## config.mk

```make
export PLATFORM = sky130hd
export DESIGN_NAME = data_mem_arbiter
export DESIGN_NICKNAME = d
export VERILOG_FILES = /design/src/rtl/data_mem_arbiter.sv
export SDC_FILE = /design/constraint.sdc
export NUM_CORES = 1
export LEC_CHECK = 0
export ABC_CLOCK_PERIOD_IN_PS = 4300
export CORE_AREA = 8 8 169 91
export DETAILED_ROUTE_END_ITERATION = 10
export DIE_AREA = 0 0 177 99
export GPL_ROUTABILITY_DRIVEN = 1
export GPL_TIMING_DRIVEN = 0
export PLACE_DENSITY = 0.76
export SETUP_SLACK_MARGIN = 0.15
export SLEW_MARGIN = 15
export SYNTH_ARGS = -nofsm -noshare
export SYNTH_HDL_FRONTEND = slang
export SYNTH_SLANG_ARGS = --single-unit
```

## constraint.sdc

```tcl
create_clock -name clk -period 4.3 [get_ports clk]
set_clock_uncertainty 0.1 [all_clocks]
set_input_delay 0.645 -clock clk [delete_from_list [all_inputs] [get_ports clk]]
set_output_delay 0.645 -clock clk [all_outputs]
set_load 0.005 [all_outputs]
```

## src/rtl/data_mem_arbiter.sv

```systemverilog
// data_mem_arbiter: round-robin, burst-bounded sharing of one data memory port between two masters.
module data_mem_arbiter #(
  parameter int ADDR_W = 32,
  parameter int DATA_W = 32,
  parameter int MAX_BURST = 4
) (
  input  logic              clk,
  input  logic              rst,
  input  logic              m0_req,
  input  logic [ADDR_W-1:0] m0_addr,
  input  logic [DATA_W-1:0] m0_wdata,
  input  logic [1:0]        m0_we,
  output logic              m0_gnt,
  output logic              m0_rvalid,
  output logic [DATA_W-1:0] m0_rdata,
  input  logic              m1_req,
  input  logic [ADDR_W-1:0] m1_addr,
  input  logic [DATA_W-1:0] m1_wdata,
  input  logic [1:0]        m1_we,
  output logic              m1_gnt,
  output logic              m1_rvalid,
  output logic [DATA_W-1:0] m1_rdata,
  output logic [ADDR_W-1:0] mem_addr,
  output logic [DATA_W-1:0] mem_wdata,
  output logic [1:0]        mem_we,
  input  logic [DATA_W-1:0] mem_rdata
);
  localparam int CW = $clog2(MAX_BURST) + 1;
  localparam logic [CW-1:0] MB = CW'(MAX_BURST);
  typedef enum logic [1:0] {NONE, M0, M1} mst_t;
  mst_t owner, last, win;
  logic [CW-1:0] burst_cnt;
  logic [1:0] we0_e, we1_e;
  logic rd;
  assign we0_e = m0_we == 2'b01 ? 2'b00 : m0_we;
  assign we1_e = m1_we == 2'b01 ? 2'b00 : m1_we;
  always_comb begin
    win = NONE;
    if (!rst)
      win = (m0_req && m1_req) ?
              (owner == NONE ? (last == M0 ? M1 : M0) :
               burst_cnt < MB ? owner : (owner == M0 ? M1 : M0)) :
            m0_req ? M0 : m1_req ? M1 : NONE;
  end
  assign m0_gnt    = win == M0;
  assign m1_gnt    = win == M1;
  assign mem_addr  = m0_gnt ? m0_addr : m1_gnt ? m1_addr : '0;
  assign mem_wdata = m0_gnt ? m0_wdata : m1_gnt ? m1_wdata : '0;
  assign mem_we    = m0_gnt ? we0_e : m1_gnt ? we1_e : 2'b00;
  assign rd        = win != NONE && mem_we == 2'b00;
  always_ff @(posedge clk or posedge rst) begin
    if (rst) begin
      owner     <= NONE;
      last      <= M1;
      burst_cnt <= '0;
      m0_rvalid <= 1'b0;
      m1_rvalid <= 1'b0;
      m0_rdata  <= '0;
      m1_rdata  <= '0;
    end else begin
      owner     <= win;
      burst_cnt <= win == NONE ? '0 : win != owner ? CW'(1) :
                   burst_cnt == MB ? MB : burst_cnt + 1'b1;
      if (win != NONE) last <= win;
      m0_rvalid <= m0_gnt && rd;
      m1_rvalid <= m1_gnt && rd;
      if (m0_gnt && rd) m0_rdata <= mem_rdata;
      if (m1_gnt && rd) m1_rdata <= mem_rdata;
    end
  end
endmodule

```

==> results.toml, run 1 <==
[setup_path]
cp_max_fo = 10
critical_path.reg2reg.startpoint = "owner[0]"
crit_arrival_ns = 3.18
setup.worst_path.start = "rst"
cp-start-kind = "input pin"
timing.setup.critical_path_class = "input pin to primary output"
critPathRequiredTime_ns = 3.56
worst_setup_end_kind = "primary output"

[logic_synthesis]
syn-mean-instance-area_um2 = 13.79
synth.yosys.seq_area_share_pct = 48.01
yosysUniqueCellTypes = 37
synth.area.top_cells = "dfrtp_1 (47%), mux2_4 (20%), a22o_1 (15%), mux2_1 (4.1%), buf_6 (1.8%)"
yosys_register_bits = 73
synth_nets = 446
synthMostInstantiatedCell = "dfrtp_1"
async_flop_share_pct = 100.0
mappedNetlistArea_um2 = 3807
area_share_of_the_largest_cell_type_after_synthesis_pct = 47.32
postSynth.topFlopCell = "dfrtp_1"
synth.cells.most_frequent = "dfrtp_1 (72), a22o_1 (65), mux2_4 (50), mux2_1 (14), buf_2 (9)"
synth_largest_area_cell = "dfrtp_1"
synth-edff-count = 0
synth_warnings = 0
post_synth_inst_count = 276

[power_and_ir_drop]
power.share.combinational_pct = 38.4
switching_share_pct = 25.09
p_int_mw = 2.144
power_frac_clock_pct = 27.5
power.sequential.fraction_pct = 34.2
p_sw_mw = 0.7178
power.leakage_nw = 3.222
power.density_nw_per_um2 = 386.5
peakVddDrop_uv = 196.9

[floorplanning]
die_width_um = 177
core_um2 = 13100
die_height_um = 99
num_io_pins = 302
floorplan.die_area_um2 = 17520
initial_core_util_pct = 29.06
rows = 30

[global_route]
final_global_route_overflow_total = 0
global_routing_usage_summed_across_all_routing_layers_pct = 18.97
grt_pass1_vias = 3937
grt_start_max_net_pins = 37
grt_first_pass_wirelength_um = 25500
grt_antenna_before_repair = 1

[cts]
clkTransAtPathRegs_ns = 0.06
ctsHtreeMaxLevel = 3
number_of_hold_buffers_added_after_cts = 0
cts.sinks = 73
cts_tree = "yes"
numCtsBuffers = 9
cts.root.buffer_cell = "clkbuf_16"
worstSkewPairLatency_ns = 0.32
max-clock-path-buffers = 2
cts-resized-gates = 0
post-cts-setup-buffers = 0

[route]
drc_errors = 0
drt-initial-drc-count = 243
wl_per_cell_um = 22.47
routed-via-count = 3624
firstDrtPassIters = 4
drt_wl_total_um = 17330
drt.antenna.violating_nets = 0
vias_per_cell = 4.700

[timing]
finalHoldViolations = 0
slew_viol_final = 0
setup-violations-final = 0
min_period_ns = 3.925
unrepaired_setup_endpoints_after_global_routing = "false"
worst-slew-pin-transition_ns = 0.5846
setup_total_negative_slack_ns = 0
clock.fmax_mhz = 254.8
setup_ws_ns = 0.3749
layout_worst_path_cycle_share_pct = 91.28
maxSlewHeadroom_pct = 61.03

[min_path]
worst_hold_path_type = "flip-flop to flip-flop"
hold_path_startpoint = "m0_rdata[12]"

[cells_and_area]
layout.cell_area.non_filler_um2 = 7403
final_layout_size_suffix_gt1_share_pct = 15.80
antenna_cells = 0
synthToLayoutAreaGrowth_pct = 94.45
nets = 760

[place]
place.port_buffers = 301
dp_hpwl_um = 14470
gp_congestion = 0.9246
detailedPlace.worstSlack_ns = 0.4003
post_dp_cell_area_um2 = 7084

[status]
run_status = "completed"

[job]
drv_cap = 0
-- layer usage --
layer  global-route usage (%)  share of wire [%]  routed length, um  vias to the layer above
met2                    29.23                 47               8109                      160
li1                         -                  -                  -                     1672
met4                    3.468                1.1                193                        2
met3                    7.595                8.8               1520                       16
met5                        0              0.075                 13                        -
met1                    24.79                 43               7491                     1774
-- power groups by stage --
stage	sequential [mW]	combinational, mW	clock [mW]
floorplan	0.982	0.369	0
global placement	0.973	1.09	0
detailed placement	0.986	1.10	0
CTS	0.978	1.11	0.811
global route	1.00	1.17	0.843
finish	0.978	1.10	0.786
-- stage by stage --
step | total power [mW] | utilization (%) | hold WS (ns) | cells
4_1_cts | 2.902 | 56.51 | 0.3928 | 771
2_1_floorplan | 1.350 | - | 0.3889 | 276
3_3_place_gp | 2.059 | 53.77 | 0.3757 | 753
3_5_place_dp | 2.091 | 54.08 | 0.3801 | 755
5_1_grt | 3.010 | 56.51 | 0.4100 | 771
6_report | 2.862 | 56.51 | 0.3896 | 771
-- path summary, 6_finish.rpt --
| kind | end | slack [ns] | cells after the start |
|---|---|---|---|
| setup / recovery | mem_addr[29] | 0.37 | 8 |
| hold / removal | m0_rdata[12] | 0.39 | 1 |
| setup reg to reg | m1_rdata[21] | 2.14 | 7 |
| hold reg to reg | m0_rdata[12] | 0.39 | 1 |
| max in group asynchronous | last[1] | 3.05 | 3 |
| min in group asynchronous | burst_cnt[0] | 0.58 | 2 |
-- worst max-delay path: stages --
cell             delay, ns
clkdlybuf4s50_1       0.50
clkinvlp_4            0.20
nand3_1               0.16
a221oi_4              0.35
buf_2                 0.28
buf_2                 0.26
a22o_1                0.23
clkdlybuf4s50_1       0.54
-- sequential cells by signal, summed over array words and instances, names as in the netlist --
name,cells
last,2
burst_cnt,3
m0_rvalid,1
m1_rdata,32
m1_rvalid,1
m0_rdata,32
owner,2
-- cell usage in the layout (no fill, tap or decap), types with 2 or more instances in the layout --
| master | synthesis | layout |
|---|---|---|
| a22o_1 | 65 | 65 |
| mux2_4 | 50 | 50 |
| nor2b_1 | 4 | 4 |
| clkbuf_16 | 0 | 9 |
| inv_1 | 7 | 6 |
| clkbuf_1 | 6 | 7 |
| bufinv_16 | 0 | 2 |
| clkdlybuf4s50_1 | 0 | 301 |
| o21ai_0 | 2 | 2 |
| buf_6 | 6 | 6 |
| buf_2 | 9 | 9 |
| nor2_1 | 3 | 3 |
| nand2_1 | 5 | 5 |
| a21oi_1 | 2 | 2 |
| clkinvlp_4 | 0 | 2 |
| a211oi_1 | 2 | 2 |
| dfrtp_1 | 72 | 72 |
| buf_12 | 0 | 2 |
| mux2_1 | 14 | 14 |
| nand3_1 | 4 | 4 |
| ha_1 | 2 | 2 |
| buf_4 | 2 | 2 |
| inv_2 | 2 | 2 |
-- cell type report --
type                    instances  area, um2
fillers                      1109       5697
repair buffers                303       3053
plain buffers                  23      150.1
inverters                       9      37.54
clock inverters                 6      90.09
flip-flops and latches         73       1828
multi-input cells             171       1795
clock buffers                  10      229.0
well taps                     176      220.2
-- kinds of logic after synthesis --
group	after synthesis	share of synthesized area, %
AOI/OAI and AO/OA	81	18.96
and+or+nand+nor	23	3.418
muxes	65	24.12
DFF	73	48.01
buffers and inverters	32	4.831
adders and majority gates	2	0.6571
Note: power is estimated with default switching activity, not from simulation.
==> inputs of run 2 (changes only) <==
--- a/config.mk
+++ b/config.mk
@@ -7,6 +7,7 @@
 export LEC_CHECK = 0
 export ABC_CLOCK_PERIOD_IN_PS = 4300
 export CORE_AREA = 8 8 169 91
+export CTS_CLUSTER_SIZE = 10
 export DETAILED_ROUTE_END_ITERATION = 10
 export DIE_AREA = 0 0 177 99
 export GPL_ROUTABILITY_DRIVEN = 1
==> results of run 2 <==
No change in the layout: final DEF, timing and power equal those of run 1.
==> inputs of run 3 (changes only) <==
--- a/config.mk
+++ b/config.mk
@@ -14,7 +14,7 @@
 export GPL_TIMING_DRIVEN = 0
 export PLACE_DENSITY = 0.76
 export SETUP_SLACK_MARGIN = 0.15
-export SLEW_MARGIN = 15
+export SLEW_MARGIN = 0
 export SYNTH_ARGS = -nofsm -noshare
 export SYNTH_HDL_FRONTEND = slang
 export SYNTH_SLANG_ARGS = --single-unit
==> run 3 against run 2 <==
Net effect: critical path depth unchanged; critical endpoint unchanged; largest power group unchanged; highest routed layer unchanged; combinational power about the same; global-route usage up 0.35 points.
==> results.toml, run 3 (synthesis gave the netlist of run 1 again) <==
[route]
drc_errors = 0
drt.antenna.violating_nets = 0
met1Wirelength_um = 7245
routed-via-count = 3682
vias_per_cell = 4.751
drt_wl_total_um = 17610
met3WireLength_um = 1825
drt-initial-drc-count = 261
route.met2.wl_um = 8319
top_layer_used = "met5"
firstDrtPassIters = 6
wl_per_cell_um = 22.72

[job]
drv_cap = 0

[floorplanning]
initial_core_util_pct = 29.06
rows = 30
core_um2 = 13100
die_width_um = 177
floorplan.die_area_um2 = 17520
die_height_um = 99
num_io_pins = 302

[cells_and_area]
nets = 764
layout.cell_area.non_filler_um2 = 7440
multi_input_area_um2 = 1795
antenna_cells = 0
instances_no_fill = 775
register_area_um2 = 1828
synthToLayoutAreaGrowth_pct = 95.40
final_common_cell = "clkdlybuf4s50_1"
final_layout_size_suffix_gt1_share_pct = 16.36
mostFrequentLayoutCells = "clkdlybuf4s50_1 (301), dfrtp_1 (72), a22o_1 (65)"
n_fill_cell = 1104
top_regs = "m0_rdata x32, m1_rdata x32, burst_cnt x3"

[min_path]
hold_path_startpoint = "m0_rdata[10]"
worst_hold_path_type = "flip-flop to flip-flop"
hold-path-cell-count = 1
hold_end = "m0_rdata[10]"

[setup_path]
crit_arrival_ns = 3.20
regToRegSetupSlack_ns = 2.15
worst_setup_end_kind = "primary output"
r2r.worst_path.cells = 8
r2r_end = "m1_rdata[21]"
critPathRequiredTime_ns = 3.56
cp_max_fo = 10
critical_path.reg2reg.startpoint = "burst_cnt[2]"
timing.setup.critical_path_class = "input pin to primary output"
cp-start-kind = "input pin"

[cts]
worstSkewPairLatency_ns = 0.32
numCtsBuffers = 9
ctsHtreeMaxLevel = 3
cts_tree = "yes"
cts.root.buffer_cell = "clkbuf_16"
cts.sinks = 73
max-clock-path-buffers = 2
number_of_hold_buffers_added_after_cts = 0
clkTransAtPathRegs_ns = 0.06

[timing]
worst-slew-pin-transition_ns = 0.9891
maxSlewHeadroom_pct = 33.70
clock.fmax_mhz = 253.2
layout_worst_path_cycle_share_pct = 91.84
setup_total_negative_slack_ns = 0
slew_viol_final = 0
unrepaired_setup_endpoints_after_global_routing = "false"
min_period_ns = 3.949
finalHoldViolations = 0
setup-violations-final = 0

[power_and_ir_drop]
p_sw_mw = 0.7221
p_int_mw = 2.203
switching_share_pct = 24.69
power.share.combinational_pct = 37.7
power.density_nw_per_um2 = 393.2
power_frac_clock_pct = 28.9
pnr_total_power_mw = 2.925
power.sequential.fraction_pct = 33.4
peakVddDrop_uv = 216.1
power.leakage_nw = 3.234

[place]
post_dp_cell_area_um2 = 7064
place_inst = 754
place.port_buffers = 301
gp_congestion = 0.9246
dp_hpwl_um = 14590

[global_route]
final_global_route_overflow_total = 0
grt_start_max_net_pins = 38
grt_pass1_vias = 3965
grt_antenna_before_repair = 2
grt_first_pass_wirelength_um = 25830
global_routing_usage_summed_across_all_routing_layers_pct = 19.32

[status]
run_status = "completed"
[run 3: cell types whose count changed in the layout (fill, tap and decap cells not counted), sizes merged]
cell	before	now
clkinvlp	2	5
buf	19	21
clkinv	2	0
bufinv	2	3
[run 3: layout make-up]
cell class                 count  share of cell area, %
multi-input combinational    171                  24.13
buffer                        23                  2.018
clock inverter                 6                  1.530
tap                          176                  2.960
timing repair inverter         2                 0.1345
inverter                       9                 0.5045
timing repair buffer         305                  41.07
clock buffer                  10                  3.078
sequential                    73                  24.57
[run 3: stage by stage]
step                worst slack (ns)  utilization [%]  hold WS [ns]
finish                        0.3511            56.79        0.3897
global route                  0.1956            56.79        0.4100
CTS                           0.2748            56.68        0.3927
detailed placement           -0.2226            53.93        0.3801
global placement             -0.8629            53.77        0.3757
floorplan                     0.8226                -        0.3889
[run 3: metal layers]
metal  GRT usage, %  vias to the layer above
met3          7.252                       20
met4          3.854                        4
li1               -                     1685
met5              0                        -
met2          30.13                      183
met1          25.13                     1790
[run 3: worst max-delay path by stage]
stage          from            to  slack, ns  depth (start not counted)
2_1_floorplan   rst  mem_addr[12]       0.82                          6
3_5_place_dp    rst  mem_addr[29]      -0.22                          8
6_report        rst  mem_addr[29]       0.35                          8
4_1_cts         rst  mem_addr[29]       0.27                          8
3_3_place_gp    rst  mem_addr[29]      -0.86                          8
5_1_grt         rst  mem_addr[25]       0.20                          8
[run 3: what timing repair did]
action | CTS | global route
setup endpoints to repair | 67 | 9
gates resized for setup | 0 | 0
cloned | 2 | 0
hold endpoints to repair | 0 | 0
buffers inserted | 1 | 2
[run 3: worst max-delay path, cell delays in order]
cell             delay, ns
clkdlybuf4s50_1       0.62
clkinvlp_4            0.18
nand3_1               0.14
a221oi_4              0.30
buf_2                 0.28
buf_2                 0.26
a22o_1                0.23
clkdlybuf4s50_1       0.55
[run 3: power by group through the flow]
stage          logic, mW  clock network [mW]  registers (mW)
3_5_place_dp        1.10                   0           0.986
4_1_cts             1.11               0.874           0.978
6_report            1.10               0.846           0.977
5_1_grt             1.17               0.903            1.00
3_3_place_gp        1.09                   0           0.973
2_1_floorplan      0.369                   0           0.982
